$ cat config.mk
export PLATFORM = sky130hd
export DESIGN_NAME = uart_wb_bridge
export DESIGN_NICKNAME = d
export VERILOG_FILES = /design/src/rtl/uart_wb_bridge.sv
export SDC_FILE = /design/constraint.sdc
export NUM_CORES = 1
export LEC_CHECK = 0
export ABC_AREA = 1
export CAP_MARGIN = 20
export CORE_MARGIN = 2
export CORE_UTILIZATION = 52
export CTS_CLUSTER_DIAMETER = 80
export DETAILED_ROUTE_END_ITERATION = 7
export PLACE_DENSITY = 0.77
export SYNTH_ARGS = -nofsm -noshare
export SYNTH_HDL_FRONTEND = slang
export SYNTH_SLANG_ARGS = --single-unit
$ cat constraint.sdc
create_clock -name clk -period 2 [get_ports clk]
set_clock_uncertainty 0.2 [all_clocks]
set_input_delay 0.4 -clock clk [delete_from_list [all_inputs] [get_ports clk]]
set_output_delay 0.4 -clock clk [all_outputs]
set_load 0.02 [all_outputs]
$ cat src/rtl/uart_wb_bridge.sv
// UART-to-Wishbone bridge: serial command frames become classic
// Wishbone single-word writes/reads; read data returns over TX.
module uart_wb_bridge #(
  parameter int CLKS_PER_BIT = 5,
  parameter int ADDR_WIDTH   = 30,
  parameter int DATA_WIDTH   = 32,
  parameter int RX_TIMEOUT   = 65536
) (
  input  logic                    clk,
  input  logic                    rst,
  input  logic                    uart_rx,
  output logic                    uart_tx,
  output logic [ADDR_WIDTH-1:0]   wb_adr,
  output logic [DATA_WIDTH-1:0]   wb_dat_w,
  input  logic [DATA_WIDTH-1:0]   wb_dat_r,
  output logic [DATA_WIDTH/8-1:0] wb_sel,
  output logic                    wb_cyc,
  output logic                    wb_stb,
  output logic                    wb_we,
  input  logic                    wb_ack,
  input  logic                    wb_err,
  output logic                    busy
);

  localparam int NB   = DATA_WIDTH / 8;
  localparam int HALF = CLKS_PER_BIT / 2;

  typedef enum logic [2:0] {
    S_IDLE, S_LEN, S_ADDR, S_WDATA,
    S_WB_WR, S_WB_RD, S_TX_WORD
  } state_t;

  state_t state, state_nx;

  logic rx_s1, rx_s2, rx_prev;
  logic rx_act, rx_valid;
  logic [15:0] rx_cnt;
  logic [3:0] rx_idx;
  logic [7:0] rx_sh;

  always_ff @(posedge clk) begin
    if (rst) begin
      rx_s1   <= 1'b1;
      rx_s2   <= 1'b1;
      rx_prev <= 1'b1;
    end else begin
      rx_s1   <= uart_rx;
      rx_s2   <= rx_s1;
      rx_prev <= rx_s2;
    end
  end

  // idx 0 = start check, 1..8 = data, 9 = stop
  always_ff @(posedge clk) begin
    if (rst) begin
      rx_act   <= 1'b0;
      rx_valid <= 1'b0;
      rx_cnt   <= '0;
      rx_idx   <= '0;
      rx_sh    <= '0;
    end else begin
      rx_valid <= 1'b0;
      if (!rx_act) begin
        if (rx_prev && !rx_s2) begin
          rx_act <= 1'b1;
          rx_cnt <= 16'(HALF - 1);
          rx_idx <= '0;
        end
      end else if (rx_cnt != '0) begin
        rx_cnt <= rx_cnt - 16'd1;
      end else begin
        rx_cnt <= 16'(CLKS_PER_BIT - 1);
        rx_idx <= rx_idx + 4'd1;
        if (rx_idx == 4'd0) begin
          if (rx_s2) rx_act <= 1'b0;
        end else if (rx_idx == 4'd9) begin
          rx_act   <= 1'b0;
          rx_valid <= rx_s2;
        end else begin
          rx_sh <= {rx_s2, rx_sh[7:1]};
        end
      end
    end
  end

  logic tx_busy, tx_start;
  logic [7:0] tx_byte;
  logic [9:0] tx_sh;
  logic [15:0] tx_cnt;
  logic [3:0] tx_nb;

  always_ff @(posedge clk) begin
    if (rst) begin
      tx_busy <= 1'b0;
      tx_sh   <= '1;
      tx_cnt  <= '0;
      tx_nb   <= '0;
    end else if (tx_start) begin
      tx_busy <= 1'b1;
      tx_sh   <= {1'b1, tx_byte, 1'b0};
      tx_cnt  <= 16'(CLKS_PER_BIT - 1);
      tx_nb   <= 4'd9;
    end else if (tx_busy) begin
      if (tx_cnt != '0) begin
        tx_cnt <= tx_cnt - 16'd1;
      end else if (tx_nb == 4'd0) begin
        tx_busy <= 1'b0;
      end else begin
        tx_sh  <= {1'b1, tx_sh[9:1]};
        tx_nb  <= tx_nb - 4'd1;
        tx_cnt <= 16'(CLKS_PER_BIT - 1);
      end
    end
  end

  assign uart_tx = tx_busy ? tx_sh[0] : 1'b1;

  logic is_wr, term, timeout;
  logic [7:0] len_left;
  logic [3:0] byte_cnt, tx_left;
  logic [31:0] to_cnt;
  logic [DATA_WIDTH-1:0] rd_word, rd_in;

  assign term    = wb_cyc && (wb_ack || wb_err);
  assign rd_in   = wb_err ? '1 : wb_dat_r;
  assign timeout = !rx_valid && (to_cnt == 32'(RX_TIMEOUT - 1));
  assign busy    = (state != S_IDLE);
  assign wb_stb  = wb_cyc;
  assign wb_sel  = {NB{wb_cyc}};

  always_ff @(posedge clk) begin
    if (rst) state <= S_IDLE;
    else     state <= state_nx;
  end

  always_comb begin
    state_nx = state;
    tx_start = 1'b0;
    tx_byte  = rd_word[DATA_WIDTH-1 -: 8];
    unique case (state)
      S_IDLE:
        if (rx_valid && (rx_sh == 8'h01 || rx_sh == 8'h02))
          state_nx = S_LEN;
      S_LEN:
        if (rx_valid)     state_nx = S_ADDR;
        else if (timeout) state_nx = S_IDLE;
      S_ADDR:
        if (rx_valid && byte_cnt == 4'd3) begin
          if (len_left == 8'd0) state_nx = S_IDLE;
          else if (is_wr)       state_nx = S_WDATA;
          else                  state_nx = S_WB_RD;
        end else if (timeout) begin
          state_nx = S_IDLE;
        end
      S_WDATA:
        if (rx_valid && byte_cnt == 4'(NB - 1)) state_nx = S_WB_WR;
        else if (timeout)                       state_nx = S_IDLE;
      S_WB_WR:
        if (term) state_nx = (len_left == 8'd1) ? S_IDLE : S_WDATA;
      S_WB_RD:
        if (term) begin
          state_nx = S_TX_WORD;
          tx_start = 1'b1;
          tx_byte  = rd_in[DATA_WIDTH-1 -: 8];
        end
      S_TX_WORD:
        if (!tx_busy) begin
          if (tx_left != 4'd0)       tx_start = 1'b1;
          else if (len_left == 8'd0) state_nx = S_IDLE;
          else                       state_nx = S_WB_RD;
        end
      default: state_nx = S_IDLE;
    endcase
  end

  always_ff @(posedge clk) begin
    if (rst) begin
      wb_adr   <= '0;
      wb_dat_w <= '0;
      wb_cyc   <= 1'b0;
      wb_we    <= 1'b0;
      is_wr    <= 1'b0;
      len_left <= '0;
      byte_cnt <= '0;
      tx_left  <= '0;
      to_cnt   <= '0;
      rd_word  <= '0;
    end else begin
      if (state inside {S_LEN, S_ADDR, S_WDATA} && !rx_valid)
        to_cnt <= to_cnt + 32'd1;
      else
        to_cnt <= '0;
      unique case (state)
        S_IDLE: begin
          byte_cnt <= '0;
          if (rx_valid) is_wr <= (rx_sh == 8'h01);
        end
        S_LEN:
          if (rx_valid) len_left <= rx_sh;
        S_ADDR:
          if (rx_valid) begin
            wb_adr   <= ADDR_WIDTH'({wb_adr, rx_sh});
            byte_cnt <= (byte_cnt == 4'd3) ? 4'd0 : byte_cnt + 4'd1;
          end
        S_WDATA:
          if (rx_valid) begin
            wb_dat_w <= DATA_WIDTH'({wb_dat_w, rx_sh});
            byte_cnt <= (byte_cnt == 4'(NB - 1)) ? 4'd0 : byte_cnt + 4'd1;
          end
        S_WB_WR, S_WB_RD:
          if (!wb_cyc) begin
            wb_cyc <= 1'b1;
            wb_we  <= (state == S_WB_WR);
          end else if (wb_ack || wb_err) begin
            wb_cyc   <= 1'b0;
            wb_we    <= 1'b0;
            wb_adr   <= wb_adr + ADDR_WIDTH'(1);
            len_left <= len_left - 8'd1;
            if (state == S_WB_RD) begin
              rd_word <= rd_in << 8;
              tx_left <= 4'(NB - 1);
            end
          end
        S_TX_WORD:
          if (tx_start) begin
            rd_word <= rd_word << 8;
            tx_left <= tx_left - 4'd1;
          end
        default: ;
      endcase
    end
  end

endmodule

### Word-level counts from Yosys, hierarchy flattened

Index checks and enable logic that the tools add are counted.

* register bits: 211
* output and inout bits: 71
* logic and storage cells: 190
* bits of input ports: 37

* mux-type cells: 75
* bitwise gates (word level): 7
* add/sub/neg operators: 9
* reductions and logical operators: 44
* eq/ne operators: 30

Operators with widths (number)
* $mux 32: 5
* $mux 30: 3
* $mux 16: 5
* $pmux 32 s2: 1
* $pmux 30 s2: 1
* $mux 4: 13
* $mux 3: 14
* $mux 8: 5
* $mux 9: 4
* $add 32x1->32 const B: 1
* $eq 32x16->1 const B: 1
* $reduce_bool 16->1: 2
* $sub 16x1->16 const B: 2
* $add 30x1->30 const B: 1
* $ne 2x2->1 const B: 15
* $pmux 3 s7: 1
* $mux 1: 18
* $eq 8x1->1 const B: 2
* $pmux 4 s2: 2
* $pmux 8 s2: 1
* $reduce_and 2->1: 7
* $reduce_and 4->1: 3
* $reduce_bool 2->1: 6
* $reduce_and 5->1: 2
* 25 further kinds: 50

### Logic depth before layout (Yosys ltp)

* depth after elaboration: 6
* mapped depth: 13
* gate-level depth less buffers: 13

### Worst setup path after synthesis

OpenSTA, ideal clock, no wires.

* kind: register -> register
* start point: register wb_adr[0]
* end point: register wb_adr[18]
* path buffers: 0
* data required time: 1.687 ns
* library setup time: 0.113 ns
* slack: -0.022 ns
* cell stages (with the launch flop): 11
* arrival time: 1.709 ns
* cell sequence: dfxtp_1 > ha_1 > nand3_1 > nor2_1 > nand2_1 > nor3_1 > nand3_1 > a21oi_1 > nand2_1 > nand2_1 > nor2_1

* longest elaborated chain between the ends: 4

RTL lines
* start, declared: RTL line 13 `output logic [ADDR_WIDTH-1:0] wb_adr,`
* start signal, assigned: RTL line 202 `wb_adr <= ADDR_WIDTH'({wb_adr, rx_sh});`
* start signal, assigned: RTL line 217 `wb_adr <= wb_adr + ADDR_WIDTH'(1);`
* $add 30x1->30: RTL line 217
* $mux 30: RTL line 214 `end else if (wb_ack || wb_err) begin`
* $mux 30: RTL line 211 `if (!wb_cyc) begin`
* $pmux 30 s2: RTL line 193 `unique case (state)`

Every way passes these cells. The select of a mux whose other input is x is not followed.
A chain may end at the register's enable or synchronous reset.

### Worst setup path after layout

* start point: register state[1]
* end point: output port busy

* longest elaborated chain between the ends: 1

RTL lines
* start, declared: RTL line 33 `state_t state, state_nx;`
* start signal, assigned: RTL line 133 `else state <= state_nx;`
* $reduce_bool 3->1: RTL line 127 `assign busy = (state != S_IDLE);`
* end, declared: RTL line 22 `output logic busy`

Every way passes these cells.

==> summary.md <==
| Metric | Value |
|---|---|
| Syn avg cell area | `6.78 µm²` |
| Die Span X | `146 µm` |
| Worst Reg-to-Reg Cells | `12` |
| Cell Area, Synth | `0.0105 mm²` |
| Die Span Y | `roughly 150 µm` |
| Worst path bufs/invs | `3` |
| Hpwl dp | `20100 µm` |
| Total number of vias | `11100` |
| Fraction of the yosys area taken by sequential cells | `0.387` |
| Global Route met2 Usage | `0.440` |
| Minimum clock period | `about 2.0 ns` |
| Routed WL | `around 29000 µm` |
| Kind of critical path | `reg2out` |
| Max Buffers Root-to-Sink | `3` |
| Top cells by count, synth | `nand2_1 (340), dfxtp_1 (203), nor2_1 (162)` |
| Setup tns final | `0 ns` |
| Root Driver | `clkbuf_16` |
| Antenna cells | `0` |
| PwrDens | `669 mW/mm²` |
| CP Capture Type | `output port` |
| CP max stage cell | `dfxtp_4` |
| Die area | `0.0214 mm²` |
| # clock sinks | `between 200 and 250` |
| Primary FF master, synth | `dfxtp_1` |
| Yosys reg bits | `just over 200` |
| Data required, critical path | `approximately 1.4 ns` |
| Final setup vio count | `0` |
| Slew Viols, Final | `0` |
| Fin. Hold Viols | `0` |
| Hold path cells | `5` |
| Tot Pwr | `9.03 mW` |
| Reg-to-reg slack, setup | `0.06 ns` |
| Number of top-level pins | `about 110` |
| Setup crit start kind | `flop` |
| GR Util met3 | `0.0416` |
| Remaining global-route overflow | `0` |
| Worst r2r src | `to_cnt[1]` |
| Port buffer count | `107` |
| DR pass1 iterations | `5` |
| VDD IR-drop max | `746 µV` |
| Area delta synth->final | `28.5%` |
| Total leakage power | `5.35 nW` |
| Tot GR Track Use | `0.257` |
| Placed insts | `1963` |
| Cells after Synth | `around 1600` |
| GR Layer Usage met1 | `0.341` |
| Critical path fanouts, max | `4` |
| Final cycle utilization of the critical path | `0.990` |
| Top-area cell type share of the netlist area | `0.387` |
| # nets final | `1784` |
| Final GP Congestion | `0.941` |
| Via-to-Cell Ratio | `5.48` |
| Area contributors post-synth | `dfxtp_1 (39%), nand2_1 (12%), a21oi_1 (7.5%)` |
| Crit-path max cell delay | `0.37 ns` |
| Hold_sp | `rst` |
| CTS tree | `done` |
| Crit path depth | `5` |
| RSZ-0062 raised after global routing | `yes` |
| Largest net degree at the start of global routing | `79` |
| Number of remaining DRC errors | `0` |
| Worst-Skew Late Latency | `0.52 ns` |
| R2R Path End | `to_cnt[26]` |
| Fmax | `505 MHz` |
| # rows | `52` |
| Syn nets | `1602` |
| Vias in the first global route | `10100` |
| Number of synthesized flops with an enable pin | `0` |
| WL/cell | `about 14 µm` |
| Htree depth | `1` |
| Distinct cells, synth | `50` |
| Outcome | `complete, no violations` |
| Max cap viols | `0` |
| Slew @ Worst Pin | `0.492 ns` |
| Cell with the most instances after synthesis | `nand2_1` |
| Starting density of the core | `0.524` |
| Hold crit path type | `in2reg` |
| Final std cells w/o fill | `2019` |
| Post-synth top area cell | `dfxtp_1` |
| Number of antenna violations at the first check in global routing | `0` |
| Async set or reset register ratio after synthesis | `0` |
| Critical Path Sink | `busy` |
| Global routing's busiest layer | `met2` |
| Worst-path cell chain | `nor2_4 -> inv_2 -> nor2_4 -> inv_2 -> buf_6` |
| 1st-iter DRT viols | `795` |
| First-pass GRT wire length | `47300 µm` |
| Largest delay share family, worst path | `flip-flops` |
| Crit. Startpoint | `state[1]` |
| Core Region | `0.0200 mm²` |
| Critical Path AT | `1.38 ns` |
| Proportion of layout cells with a drive suffix above 1 | `0.162` |
| Yosys warns | `0` |
| Final ANT Viol Nets | `0` |
| Relative slew margins | `0.669` |
| TritonCTS buffer count | `23` |
| Clock slew at reported path FFs | `around 0.060 ns` |
[logic make-up (layout without fill, tap and decap cells)]
logic type | count (synthesis) | count (layout) | synth area share
DFF | 203 | 203 | 0.387
buffers and inverters | 217 | 415 | 0.0877
AOI/OAI and AO/OA | 348 | 348 | 0.179
xor gates and xnor gates | 27 | 27 | 0.0225
and+or+nand+nor | 742 | 742 | 0.308
adders and majority gates | 14 | 14 | 0.0167
[sequential cells by signal (all words and copies together), names as in the netlist, 3 cells and up]
name / count
tx_cnt: 16
rx_idx: 4
byte_cnt: 4
tx_left: 4
len_left: 8
wb_dat_w: 32
rd_word: 24
to_cnt: 32
rx_sh: 8
wb_adr: 30
rx_cnt: 16
tx_sh: 9
tx_nb: 4
state: 3
[repair_timing]
| action | CTS | global route |
|---|---|---|
| setup buffers | 0 | 14 |
| hold buffers | 0 | 0 |
| gates resized for setup | 88 | 106 |
| endpoints found under the hold margin | 0 | 0 |
| pin swaps | 1 | 17 |
| endpoints found under the setup margin | 84 | 112 |
| cloned | 0 | 1 |
[routing by layer]
layer / routed length (µm) / vias up
li1: - / 5539
met1: 12600 / 5117
met2: 13800 / 360
met3: 1840 / 58
met4: 565 / 0
met5: 0 / -
[cells in the final DEF, fill, tap and decap left out, types with 6 or more instances in the layout]
master / synthesis / final
nand2_1: 340 / 334
dfxtp_1: 203 / 189
a21oi_1: 158 / 157
nor2_1: 162 / 142
inv_1: 133 / 122
o21ai_0: 121 / 116
buf_4: 8 / 107
nand3_1: 100 / 95
dlygate4sd2_1: 0 / 59
nor3_1: 56 / 49
clkdlybuf4s50_1: 0 / 35
nand4_1: 34 / 34
a31oi_1: 26 / 26
clkbuf_16: 0 / 23
inv_2: 9 / 19
xor2_1: 19 / 19
nor2_2: 5 / 15
o21ai_1: 11 / 15
dfxtp_2: 0 / 13
nor2_4: 2 / 12
or2_2: 11 / 10
ha_1: 14 / 10
nand2_2: 5 / 9
nor4_1: 9 / 9
xnor2_1: 8 / 8
buf_6: 6 / 8
buf_12: 0 / 8
nand3_2: 2 / 7
nor3_2: 1 / 7
o211ai_1: 7 / 7
clkdlybuf4s15_1: 0 / 6
[where the power goes]
part	internal [mW]	switching (mW)	total, mW
clock	2.50	1.70	4.19
sequential	4.08	0.0393	4.12
combinational	0.309	0.409	0.718
[per-stage QoR]
step / setup slack [ns] / instance area (µm²) / hold WS [ns] / util
3_3_place_gp: -0.296 / 12400 / 0.198 / 0.621
5_1_grt: -0.0622 / 13500 / 0.211 / 0.674
2_1_floorplan: 0.0120 / 10500 / 0.189 / -
3_5_place_dp: -0.337 / 12400 / 0.205 / 0.621
6_report: 0.0209 / 13500 / 0.197 / 0.674
4_1_cts: -0.0737 / 13100 / 0.179 / 0.655
[tightest hold or removal path, delay by kind of cell]
family | cells | cell delay (ns)
and+or+nand+nor | 1 | 0.08
buffers and inverters | 2 | 0.28
AOI/OAI and AO/OA | 2 | 0.08
[final cells by class]
class	count	area [µm²]
fillers	1763	6540
multi-input cells	1131	5770
clock inverters	10	114
well taps	270	338
clock buffers	31	636
inverters	145	552
repair buffers	229	2010
flip-flops and latches	203	4080
[worst min-delay path by stage]
stage / end
2_1_floorplan: rx_s2
3_3_place_gp: rx_s2
3_5_place_dp: rx_s2
4_1_cts: wb_adr[29]
5_1_grt: wb_adr[13]
6_report: to_cnt[26]
Power figures use the tool's default switching activity.
